==> src/rtl/xor_pkg.sv <==
// Shared constants for the XOR checksum accumulator.
// State encoding and default data width.
package xor_pkg;

    localparam logic [1:0] IDLE = 2'd0;
    localparam logic [1:0] RUN  = 2'd1;
    localparam logic [1:0] DONE = 2'd2;

    localparam int DEF_WIDTH = 8;

endpackage

==> src/rtl/xor_reduce.sv <==
// Combinational WIDTH-input XOR tree.
// Produces the parity bit of a word.
module xor_reduce
    import xor_pkg::*;
#(
    parameter int WIDTH = DEF_WIDTH
) (
    input  logic [WIDTH-1:0] data,
    output logic             result
);

    always_comb begin
        result = ^data;
    end

endmodule

==> src/rtl/xor_checksum_accum.sv <==
// Frame-wise XOR checksum with generate/check modes.
// One result per frame through a valid/ready handshake.
module xor_checksum_accum
    import xor_pkg::*;
#(
    parameter  int WIDTH   = DEF_WIDTH,
    parameter  int MAX_LEN = 16,
    localparam int CW      = $clog2(MAX_LEN + 1)
) (
    input  logic             clk,
    input  logic             reset,
    input  logic             check_mode,
    input  logic             in_valid,
    output logic             in_ready,
    input  logic [WIDTH-1:0] in_data,
    input  logic             in_last,
    output logic             out_valid,
    input  logic             out_ready,
    output logic [WIDTH-1:0] out_sum,
    output logic             out_parity,
    output logic [CW-1:0]    out_count,
    output logic             out_err
);

    localparam logic [CW-1:0] MAX_CNT = CW'(MAX_LEN);

    logic [1:0]       state;
    logic [1:0]       state_next;
    logic [WIDTH-1:0] acc;
    logic [CW-1:0]    count;
    logic             mode;
    logic             ovf;
    logic             mismatch;
    logic             in_fire;
    logic             out_fire;

    assign in_fire  = in_valid & in_ready;
    assign out_fire = out_valid & out_ready;

    always_ff @(posedge clk or posedge reset) begin
        if (reset) begin
            state <= IDLE;
        end else begin
            state <= state_next;
        end
    end

    always_comb begin
        state_next = state;
        case (state)
            IDLE: if (in_fire) state_next = in_last ? DONE : RUN;
            RUN:  if (in_fire && in_last) state_next = DONE;
            DONE: if (out_fire) state_next = IDLE;
            default: state_next = IDLE;
        endcase
    end

    // Results are exposed only while a frame is complete.
    always_comb begin
        in_ready  = (state != DONE);
        out_valid = (state == DONE);
        out_sum   = out_valid ? acc : '0;
        out_count = out_valid ? count : '0;
        out_err   = out_valid & (ovf | mismatch);
    end

    xor_reduce #(.WIDTH(WIDTH)) u_parity (
        .data   (out_sum),
        .result (out_parity)
    );

    always_ff @(posedge clk or posedge reset) begin
        if (reset) begin
            acc      <= '0;
            count    <= '0;
            mode     <= 1'b0;
            ovf      <= 1'b0;
            mismatch <= 1'b0;
        end else begin
            case (state)
                IDLE: begin
                    if (in_fire) begin
                        mode     <= check_mode;
                        count    <= CW'(1);
                        ovf      <= 1'b0;
                        // A lone check-mode word is compared against zero.
                        acc      <= (check_mode && in_last) ? '0 : in_data;
                        mismatch <= check_mode & in_last & (in_data != '0);
                    end
                end
                RUN: begin
                    if (in_fire) begin
                        if (count != MAX_CNT) count <= count + CW'(1);
                        if (count == MAX_CNT && !in_last) ovf <= 1'b1;
                        if (mode && in_last) begin
                            mismatch <= (acc != in_data);
                        end else begin
                            acc <= acc ^ in_data;
                        end
                    end
                end
                DONE: begin
                    if (out_fire) begin
                        acc      <= '0;
                        count    <= '0;
                        ovf      <= 1'b0;
                        mismatch <= 1'b0;
                    end
                end
                default: ;
            endcase
        end
    end

endmodule
==> config.mk <==
export PLATFORM = sky130hd
export DESIGN_NAME = xor_checksum_accum
export DESIGN_NICKNAME = d
export VERILOG_FILES = /design/src/rtl/xor_pkg.sv /design/src/rtl/xor_reduce.sv /design/src/rtl/xor_checksum_accum.sv
export SDC_FILE = /design/constraint.sdc
export NUM_CORES = 1
export LEC_CHECK = 0
export BUFFER_PORTS_ARGS = -buffer_cell sky130_fd_sc_hd__buf_2
export CAP_MARGIN = 5
export CORE_ASPECT_RATIO = 0.7
export CORE_MARGIN = 2
export CORE_UTILIZATION = 49
export DETAILED_ROUTE_END_ITERATION = 12
export GPL_TIMING_DRIVEN = 0
export PLACE_DENSITY = 0.83
export REMOVE_ABC_BUFFERS = 1
export SLEW_MARGIN = 10
export SYNTH_ARGS = -nofsm -noshare
export SYNTH_HDL_FRONTEND = slang
export SYNTH_HIERARCHICAL = 1
export SYNTH_SLANG_ARGS = --single-unit
export TNS_END_PERCENT = 30
==> constraint.sdc <==
create_clock -name clk -period 2 [get_ports clk]
set_input_delay 0.1 -clock clk [delete_from_list [all_inputs] [get_ports clk]]
set_output_delay 0.1 -clock clk [all_outputs]
set_load 0.1 [all_outputs]
==> results.py, run 1 <==
metrics = {
    "sta": {
        "slew_violations": 0,
        "crit_share_post_route_pct": 103,
        "fin_tns_setup_ns": -0.477,
        "postLayoutSetupSlackWorst_ns": -0.0593,
        "max_freq_ghz": 0.486,
        "rsz0062_at_grt": "true",
        "worst_slew_pin_slew_ns": 0.721,
        "slew_headroom_pct": 51.9,
        "final_hold_viol_count": 0,
        "fin_hold_ws_ns": 0.101,
        "finalClockSkew_ns": 0.00476,
        "report.final.setup_viol": 10,
        "finalCriticalPeriod_ns": 2.06,
    },
    "critical_path": {
        "slowest_cell_on_the_critical_path": "dfrtp_1",
        "timing.critical_path.arrival_ns": 2.25,
        "cp_max_fo": 15,
        "worstPathCellList": "inv_1 > ha_2 > or2_4 > a211oi_4 > buf_12 > a2bb2oi_4 > a32o_1",
        "critical_path_class": "flop to flop",
        "end_kind": "flop",
        "critPathLaunchType": "flop",
        "worst_r2r_startpoint": "state[1]",
        "max_stage_delay_ns": 0.41,
        "worst_setup_path_startpoint": "state[1]",
        "worst_ep_required_time_ns": 2.19,
    },
    "layout": {
        "area.growth.synth_to_final_pct": 22.3,
        "fin_util_pct": 62.2,
        "antenna_cells": 0,
        "nNetsFinal": 214,
        "final_design_area_no_fill_sq_mm": 0.00173,
        "fillerInstances": 224,
        "drive_above_1_share_pct": 27.5,
    },
    "yosys": {
        "main_flop_type_after_synthesis": "dfrtp_1",
        "synth.distinct_cells": 36,
        "ys_top_cells_by_count": "dfrtp_1, inv_1, and2_1, a21oi_1, o21ai_0",
        "synth_top_cell_area_share_pct": 31.8,
        "synthDominantAreaCellType": "dfrtp_1",
        "post_synth_instance_area_sq_mm": 0.00142,
        "netlist_instances": 161,
        "ys_seq_area_share_pct": 31.8,
        "ys_async_sr_fraction_pct": 100,
        "yosys-top-cells-area": "dfrtp_1, a32o_1, xor2_1",
        "synth-warning-count": 6,
        "postSynthRegisterBits": 18,
        "synth.avg_cell_area_sq_um": 8.80,
        "synth_enable_flop_cells": 0,
    },
    "floorplan": {
        "core_area_sq_mm": 0.00278,
        "floorplan.rows": 16,
        "die_ar_sq_mm": 0.00334,
        "die-width_microns": 68.3,
        "floorplan.io_pins": 31,
        "die_height_microns": 49.0,
        "initial_core_util_pct": 50.9,
    },
    "hold_path": {
        "hold_path_startpoint": "check_mode",
        "hp-class": "input port to flop",
    },
    "route": {
        "wire_per_inst_microns": 16.3,
        "drc_errors": 0,
        "highest-signal-layer": "met4",
        "drtPass1Iterations": 4,
        "number_of_routed_nets_with_antenna_violations": 0,
        "met3WireLength_microns": 224,
        "finalWirelength_microns": 3740,
        "dr_total_vias": 1353,
        "drt-met1-wl_microns": 1620,
        "vias_per_cell": 5.91,
        "met2RoutedLength_microns": 1880,
        "detail_route.iter0.violations": 72,
    },
    "cts": {
        "number_of_sinks_handled_by_clock_tree_synthesis": 18,
        "cts_bufs_inserted": 3,
        "cell_chosen_for_the_clock_root": "clkbuf_8",
        "clockBufferDepth": 2,
        "tritoncts": "yes",
        "clk_pin_slew_ns": 0.07,
        "htree_num_levels": 1,
        "insertion_delay_ns": 0.25,
    },
    "global_routing": {
        "global_route.overflow_total": 0,
        "grt_first_pass_wirelength_microns": 6020,
        "largest_net_degree_at_the_start_of_global_routing": 19,
        "initial_antenna_violation_count": 0,
        "grt_pass1_vias": 1292,
        "grtUsageTotal_pct": 23.7,
    },
    "pwr": {
        "seqPwrFrac_pct": 17.9,
        "power_switching_w": 0.00186,
        "powerDensity_mw_per_mm2": 1950,
        "cell_internal_pwr_w": 0.00152,
        "p_leak_nw": 0.818,
        "power.share.combinational_pct": 74.6,
        "power.share.switching_pct": 54.9,
        "ir_drop_uv": 843,
        "clockPowerShare_pct": 7.5,
    },
    "placement": {
        "dpl_cell_area_sq_mm": 0.00157,
        "detailedPlacementHpwl_microns": 2540,
        "routabilityCongestion": 0.812,
        "place.port_buffers": 30,
    },
    "run_status": {
        "violations": "setup timing",
        "status": "finished, violations left",
    },
    "job": {
        "cap_viol_max_count": 0,
    },
}
==> cells by family after synthesis <==
family                     share of synthesized area [%]
DFF                                                 31.8
AOI/OAI and AO/OA                                   29.5
muxes                                               2.21
xor gates and xnor gates                            9.28
and+or+nand+nor                                     15.1
buffers and inverters                               7.68
adders and majority gates                           4.42
==> flip-flops by register name, indices dropped and copies added, names as in the netlist <==
register and cells:
count 5, ovf 1, state 2, mode 1, mismatch 1, acc 8
==> cells in the final DEF, fill, tap and decap left out, drive strengths merged <==
cell         synthesis  final
a211oi               1      1
a2bb2oi              1      1
a31oi                1      1
o22ai                8      8
a22o                 2      2
a32o                 9      9
nand4                1      1
o22a                 3      3
a21oi               11     11
mux2                 1      1
nor2b                2      2
o21ai               11     11
nor4                 5      5
inv                 18     18
nor2                 6      6
o2bb2ai              2      2
or2                  1      1
dfrtp               18     18
ha                   5      5
nand3                2      2
buf                  4     36
xnor2                6      6
and2                12     12
nand2b               1      1
mux2i                2      2
clkbuf               4      3
dlygate4sd3          0      1
xor2                 9      9
o211a                1      1
nor4bb               1      1
o221ai               2      2
nor3                 1      1
nand2                7      7
a211o                1      1
o21a                 2      2
==> path summary, 6_finish.rpt <==
kind | cells past startpoint | to | slack [ns]
max in group asynchronous | 3 | acc[0] | 1.04
min | 2 | mode | 0.10
min in group asynchronous | 3 | count[3] | 0.51
min reg2reg | 1 | mode | 0.51
max reg2reg | 7 | acc[0] | -0.06
max | 7 | acc[0] | -0.06
==> critical path, delay by kind of cell (launching register included) <==
family          cells  cell delay (ns)
compound gates      3             0.75
fa+ha+maj           1             0.24
buf+inv             2             0.29
flops               1             0.41
simple gates        1             0.29
==> power groups by stage <==
| stage | Combinational, W | Sequential [W] | Clock [W] |
|---|---|---|---|
| floorplan | 0.00179 | 0.000569 | 0 |
| global placement | 0.00213 | 0.000591 | 0 |
| detailed placement | 0.00219 | 0.000602 | 0 |
| CTS | 0.00240 | 0.000601 | 0.000254 |
| global route | 0.00267 | 0.000623 | 0.000279 |
| finish | 0.00252 | 0.000605 | 0.000254 |
==> routing by layer <==
layer  vias to the layer above  track usage [%]
li1                        644                -
met1                       662             30.9
met2                        45             39.6
met3                         2             5.31
met4                         0             5.33
met5                         -                0
==> metrics by stage <==
stage / power, W / std cells / setup slack (ns)
after global routing: 0.00357 / 229 / -0.131
after CTS: 0.00325 / 226 / -0.0305
final: 0.00338 / 229 / -0.0593
after global placement: 0.00272 / 219 / -0.321
after detailed placement: 0.00279 / 219 / -0.382
after floorplan: 0.00236 / 153 / -2.39
==> cell type report <==
type                       count  area, sq um  area share, %
multi-input combinational    117          903           52.2
sequential                    18          450           26.0
timing repair buffer          37          224           12.9
inverter                      18         67.6           3.90
tap                           36         45.0           2.60
clock buffer                   3         41.3           2.38
==> timing repair <==
action                     4_1_cts  5_1_grt
resized for setup               11        1
hold endpoints to repair        18        0
setup endpoints to repair       25       14
buffers inserted                 3        3
hold buffers                     1        0
pin swaps                        1        3
Note: power is estimated with default switching activity, not from simulation.
==> run 2, diff against run 1 <==
- CORE_MARGIN: 2 -> not set
==> results.py, run 2 (same netlist as run 1, synthesis figures left out) <==
metrics = {
    "layout": {
        "final_design_area_no_fill_sq_mm": 0.00188,
        "fin_util_pct": 72.8,
        "mostFrequentLayoutCells": "buf_2, dfrtp_1, inv_1",
        "largest_register_ff_count": 8,
        "final_common_cell": "buf_2",
        "area.growth.synth_to_final_pct": 33.0,
        "drive_above_1_share_pct": 36.0,
        "antenna_cells": 0,
        "largest_registers": "acc: 8 flops, count: 5 flops, state: 2 flops",
        "largest_register": "acc",
        "nNetsFinal": 221,
    },
    "floorplan": {
        "floorplan.rows": 15,
        "initial_core_util_pct": 54.7,
        "die_ar_sq_mm": 0.00311,
        "die-width_microns": 66.3,
        "floorplan.io_pins": 31,
        "core_area_sq_mm": 0.00259,
        "die_height_microns": 47.0,
    },
    "pwr": {
        "power.share.combinational_pct": 76.7,
        "power.total_w": 0.00374,
        "p_leak_nw": 0.878,
        "cell_internal_pwr_w": 0.00178,
        "power_switching_w": 0.00197,
        "ir_drop_uv": 878,
        "clockPowerShare_pct": 6.9,
        "power.share.switching_pct": 52.5,
        "powerDensity_mw_per_mm2": 1990,
        "seqPwrFrac_pct": 16.4,
    },
    "global_routing": {
        "grt_first_pass_wirelength_microns": 6290,
        "global_route.overflow_total": 0,
        "initial_antenna_violation_count": 0,
        "largest_net_degree_at_the_start_of_global_routing": 19,
        "grt_pass1_vias": 1315,
        "grtUsageTotal_pct": 28.2,
    },
    "placement": {
        "placement.setup.worst_slack_ns": -0.410,
        "dpl_cell_area_sq_mm": 0.00157,
        "place.port_buffers": 30,
        "routabilityCongestion": 0.819,
        "detailedPlacementHpwl_microns": 2570,
    },
    "critical_path": {
        "worst_r2r_startpoint": "state[0]",
        "end_kind": "output pin",
        "worstPathCellList": "inv_4 > ha_4 > buf_12 > and2_4 > xnor2_2 > xnor2_1 > xnor2_1 > buf_6",
        "cp_max_fo": 7,
        "critical_path_class": "flop to output pin",
        "max_stage_delay_ns": 0.40,
        "path_common_cell": "xnor2_1",
        "slowest_cell_on_the_critical_path": "dfrtp_2",
        "rr_endpoint": "acc[5]",
        "critPathLaunchType": "flop",
        "worst_ep_required_time_ns": 1.90,
        "path_depth_of_the_worst_reg2reg_path": 7,
        "rrSetupSlack_ns": -0.01,
        "timing.critical_path.arrival_ns": 1.92,
    },
    "cts": {
        "clockBufferDepth": 2,
        "tritoncts": "yes",
        "insertion_delay_ns": 0.26,
        "cell_chosen_for_the_clock_root": "clkbuf_8",
        "number_of_sinks_handled_by_clock_tree_synthesis": 18,
        "htree_num_levels": 1,
        "clk_pin_slew_ns": 0.07,
        "cts_bufs_inserted": 3,
    },
    "sta": {
        "finalClockSkew_ns": 0.00776,
        "report.final.setup_viol": 8,
        "max_freq_ghz": 0.496,
        "worst_slew_pin_slew_ns": 0.720,
        "slew_violations": 0,
        "slew_headroom_pct": 51.9,
        "final_hold_viol_count": 0,
        "postLayoutSetupSlackWorst_ns": -0.0153,
        "rsz0062_at_grt": "true",
        "fin_tns_setup_ns": -0.0718,
        "finalCriticalPeriod_ns": 2.02,
        "crit_share_post_route_pct": 101,
    },
    "route": {
        "dr_total_vias": 1483,
        "drc_errors": 0,
        "finalWirelength_microns": 4070,
        "detail_route.iter0.violations": 111,
        "wire_per_inst_microns": 17.4,
        "vias_per_cell": 6.34,
        "number_of_routed_nets_with_antenna_violations": 0,
        "drtPass1Iterations": 5,
    },
    "hold_path": {
        "hold_path_startpoint": "check_mode",
        "hp-class": "input port to flop",
        "holdPathStages": 2,
        "min_delay_worst_endpoint": "mode",
    },
    "run_status": {
        "violations": "setup timing",
        "status": "finished, violations left",
    },
    "job": {
        "cap_viol_max_count": 0,
    },
}
## run 2: cell count changes in the layout (fill, tap and decap cells not counted), moves of 2 or more
cell	before	now
buf_2	29	25
dfrtp_1	18	16
clkbuf_4	0	3
buf_12	1	3
inv_1	17	15
and2_1	10	3
and2_4	1	9
buf_6	1	3
buf_4	5	8
dfrtp_2	0	2
## run 2: timing repair
action | CTS | global route
hold buffers | 1 | 0
gates resized for setup | 23 | 15
buffers inserted | 10 | 2
endpoints found under the setup margin | 29 | 19
hold endpoints to repair | 18 | 0
pin swaps | 12 | 12
gates cloned | 1 | 0
## run 2: layout make-up
cell class,instances,area [sq um]
multi-input combinational,117,935
tap,34,42.5
clock buffer,3,41.3
inverter,18,73.8
timing repair buffer,44,339
fill,182,706
sequential,18,453
## run 2: worst max-delay path: cells and delay by family, from the launching register on
| family | cells | cell delay (ns) |
|---|---|---|
| buf+inv | 3 | 0.44 |
| fa+ha+maj | 1 | 0.17 |
| simple gates | 1 | 0.16 |
| xor+xnor | 3 | 0.50 |
| flops | 1 | 0.40 |
## run 2: metal layers
metal / vias to the layer above / track usage (%) / wire, microns / part of all wire, %
met5: - / 0 / 0 / 0
met1: 710 / 36.6 / 1730 / 42
met3: 15 / 7.04 / 346 / 8.5
met2: 96 / 44.9 / 1900 / 47
li1: 662 / - / - / -
met4: 0 / 14.5 / 95 / 2.3
## run 2: worst max path at each step
stage                  start    endpoint  slack, ns
global placement    state[0]      acc[4]      -0.35
CTS                 state[1]  out_parity      -0.02
global route        state[0]  out_parity      -0.09
floorplan           state[0]  out_parity      -2.39
finish              state[0]  out_parity      -0.02
detailed placement  state[0]      acc[4]      -0.41
## run 2: per-stage QoR
| step | hold WS (ns) | instances |
|---|---|---|
| 2_1_floorplan | 0.0386 | 153 |
| 3_3_place_gp | 0.254 | 217 |
| 3_5_place_dp | 0.253 | 217 |
| 4_1_cts | 0.0887 | 232 |
| 5_1_grt | 0.0869 | 234 |
| 6_report | 0.0841 | 234 |
## run 2: power groups by stage
stage / clock network [W] / logic, W / registers [W]
after floorplan: 0 / 0.00179 / 0.000569
after global placement: 0 / 0.00214 / 0.000591
final: 0.000259 / 0.00287 / 0.000613
after global routing: 0.000283 / 0.00303 / 0.000628
after CTS: 0.000263 / 0.00274 / 0.000603
after detailed placement: 0 / 0.00219 / 0.000599
==> run 3, diff against run 2 <==
--- a/config.mk
+++ b/config.mk
@@ -9,8 +9,8 @@
 export CAP_MARGIN = 5
 export CORE_ASPECT_RATIO = 0.7
-export CORE_UTILIZATION = 49
+export CORE_UTILIZATION = 37
 export DETAILED_ROUTE_END_ITERATION = 12
 export GPL_TIMING_DRIVEN = 0
-export PLACE_DENSITY = 0.83
+export PLACE_DENSITY = 0.67
 export REMOVE_ABC_BUFFERS = 1
 export SLEW_MARGIN = 10
==> constraint.sdc (replaced) <==
create_clock -name clk -period 2 [get_ports clk]
set_input_delay 0.1 -clock clk [delete_from_list [all_inputs] [get_ports clk]]
set_output_delay 0.1 -clock clk [all_outputs]
set_load 0.01 [all_outputs]
==> results.py, run 3 (same netlist as run 1, synthesis figures left out) <==
metrics = {
    "cts": {
        "htree_num_levels": 1,
        "insertion_delay_ns": 0.26,
        "cell_chosen_for_the_clock_root": "clkbuf_8",
        "clockBufferDepth": 2,
        "tritoncts": "yes",
        "cts_bufs_inserted": 3,
        "clk_pin_slew_ns": 0.08,
        "number_of_sinks_handled_by_clock_tree_synthesis": 18,
    },
    "pwr": {
        "p_leak_nw": 0.869,
        "ir_drop_uv": 686,
        "powerDensity_mw_per_mm2": 1580,
    },
    "floorplan": {
        "floorplan.io_pins": 31,
        "die_ar_sq_mm": 0.00408,
        "floorplan.rows": 18,
        "initial_core_util_pct": 39.6,
        "core_area_sq_mm": 0.00358,
        "die-width_microns": 76.0,
        "die_height_microns": 53.8,
    },
    "placement": {
        "routabilityCongestion": 0.716,
        "placement.setup.worst_slack_ns": -0.413,
        "detailedPlacementHpwl_microns": 2500,
        "dpl_cell_area_sq_mm": 0.00159,
        "numPlacedInstances": 233,
        "place.port_buffers": 30,
    },
    "sta": {
        "fin_hold_ws_ns": 0.0849,
        "report.final.setup_viol": 9,
        "finalCriticalPeriod_ns": 2.04,
        "max_freq_ghz": 0.490,
        "slew_headroom_pct": 51.7,
        "final_hold_viol_count": 0,
        "finalClockSkew_ns": 0.00598,
        "crit_share_post_route_pct": 102,
        "slew_violations": 0,
        "postLayoutSetupSlackWorst_ns": -0.0391,
        "worst_slew_pin_slew_ns": 0.724,
        "rsz0062_at_grt": "true",
        "fin_tns_setup_ns": -0.237,
    },
    "route": {
        "number_of_routed_nets_with_antenna_violations": 0,
        "dr_total_vias": 1372,
        "drc_errors": 0,
        "wire_per_inst_microns": 16.1,
        "drtPass1Iterations": 4,
        "detail_route.iter0.violations": 110,
        "finalWirelength_microns": 4020,
        "vias_per_cell": 5.51,
    },
    "run_status": {
        "violations": "setup timing",
        "status": "finished, violations left",
    },
    "layout": {
        "area.growth.synth_to_final_pct": 31.5,
        "fillerInstances": 323,
        "final_common_cell": "buf_2",
        "seq_area_sq_um": 452,
        "mostFrequentLayoutCells": "buf_2, dfrtp_1, inv_1",
        "multi_input_comb_area_sq_um": 947,
        "final_design_area_no_fill_sq_mm": 0.00186,
        "largest_registers": "acc: 8 flops, count: 5 flops, state: 2 flops",
        "drive_above_1_share_pct": 34.2,
        "final_cells": 249,
        "nNetsFinal": 219,
        "largest_register_ff_count": 8,
        "largest_register": "acc",
        "antenna_cells": 0,
    },
    "global_routing": {
        "initial_antenna_violation_count": 0,
        "global_route.overflow_total": 0,
        "grt_first_pass_wirelength_microns": 5800,
        "global_route.usage.met3_pct": 3.05,
        "largest_net_degree_at_the_start_of_global_routing": 19,
        "grtUsageTotal_pct": 19.0,
        "gr-max-usage-layer": "met2",
        "grt_pass1_vias": 1163,
        "grt.met2_usage_pct": 29.8,
        "grt.met1_usage_pct": 26.9,
    },
    "critical_path": {
        "cp_max_fo": 7,
        "endpoint": "out_parity",
        "end_kind": "output pin",
        "timing.critical_path.arrival_ns": 1.94,
        "critPathLaunchType": "flop",
        "worst_ep_required_time_ns": 1.90,
        "worst_setup_path_startpoint": "state[1]",
        "path_depth_of_the_worst_reg2reg_path": 8,
        "rr_endpoint": "acc[3]",
        "worst_r2r_startpoint": "state[1]",
        "rrSetupSlack_ns": -0.03,
        "critical_path_class": "flop to output pin",
    },
    "hold_path": {
        "hp-class": "input port to flop",
    },
    "job": {
        "cap_viol_max_count": 0,
    },
}
-- run 3: metal layers --
layer / part of all wire, % / routed length [microns]
met5: 0 / 0
met2: 45 / 1830
met4: 1.6 / 66
met1: 46 / 1850
met3: 6.9 / 277
-- run 3: how the worst min path moves through the flow --
| stage | start | end | slack, ns | cells past startpoint |
|---|---|---|---|---|
| finish | check_mode | mode | 0.08 | 2 |
| global route | check_mode | mode | 0.1 | 2 |
| CTS | check_mode | mode | 0.08 | 2 |
| detailed placement | reset | acc[7] | 0.27 | 2 |
| global placement | reset | acc[7] | 0.26 | 2 |
| floorplan | reset | acc[0] | 0.04 | 1 |
-- run 3: area by class of cell --
| type | instances | share of cell area (%) |
|---|---|---|
| Tap cell | 50 | 3.36 |
| Clock buffer | 4 | 2.95 |
| Inverter | 18 | 3.63 |
| Multi-Input combinational cell | 117 | 50.8 |
| Sequential cell | 18 | 24.2 |
| Timing Repair Buffer | 42 | 15.0 |
-- run 3: power by group --
part	switching, W	internal [W]
sequential	0.000122	0.000486
combinational	0.00102	0.00100
clock	0.000137	0.000175
-- run 3: what timing repair did --
item	CTS	global route
endpoints found under the setup margin	17	12
pin swaps	2	12
hold buffers	1	0
resized for setup	8	22
setup buffers	3	8
hold endpoints to repair	18	0
-- run 3: stage by stage --
stage                     util [%]  power (W)
final                         52.0    0.00294
after global routing          52.0    0.00314
after CTS                     48.3    0.00265
after detailed placement      44.3    0.00214
after global placement        44.3    0.00212
after floorplan                  -    0.00176
-- run 3: critical path, stage by stage, from the launching register on --
cell	delay, ns
dfrtp_1	0.42
buf_6	0.14
ha_4	0.17
buf_6	0.13
and2_1	0.19
xnor2_2	0.16
xnor2_1	0.19
xnor2_1	0.13
buf_2	0.14
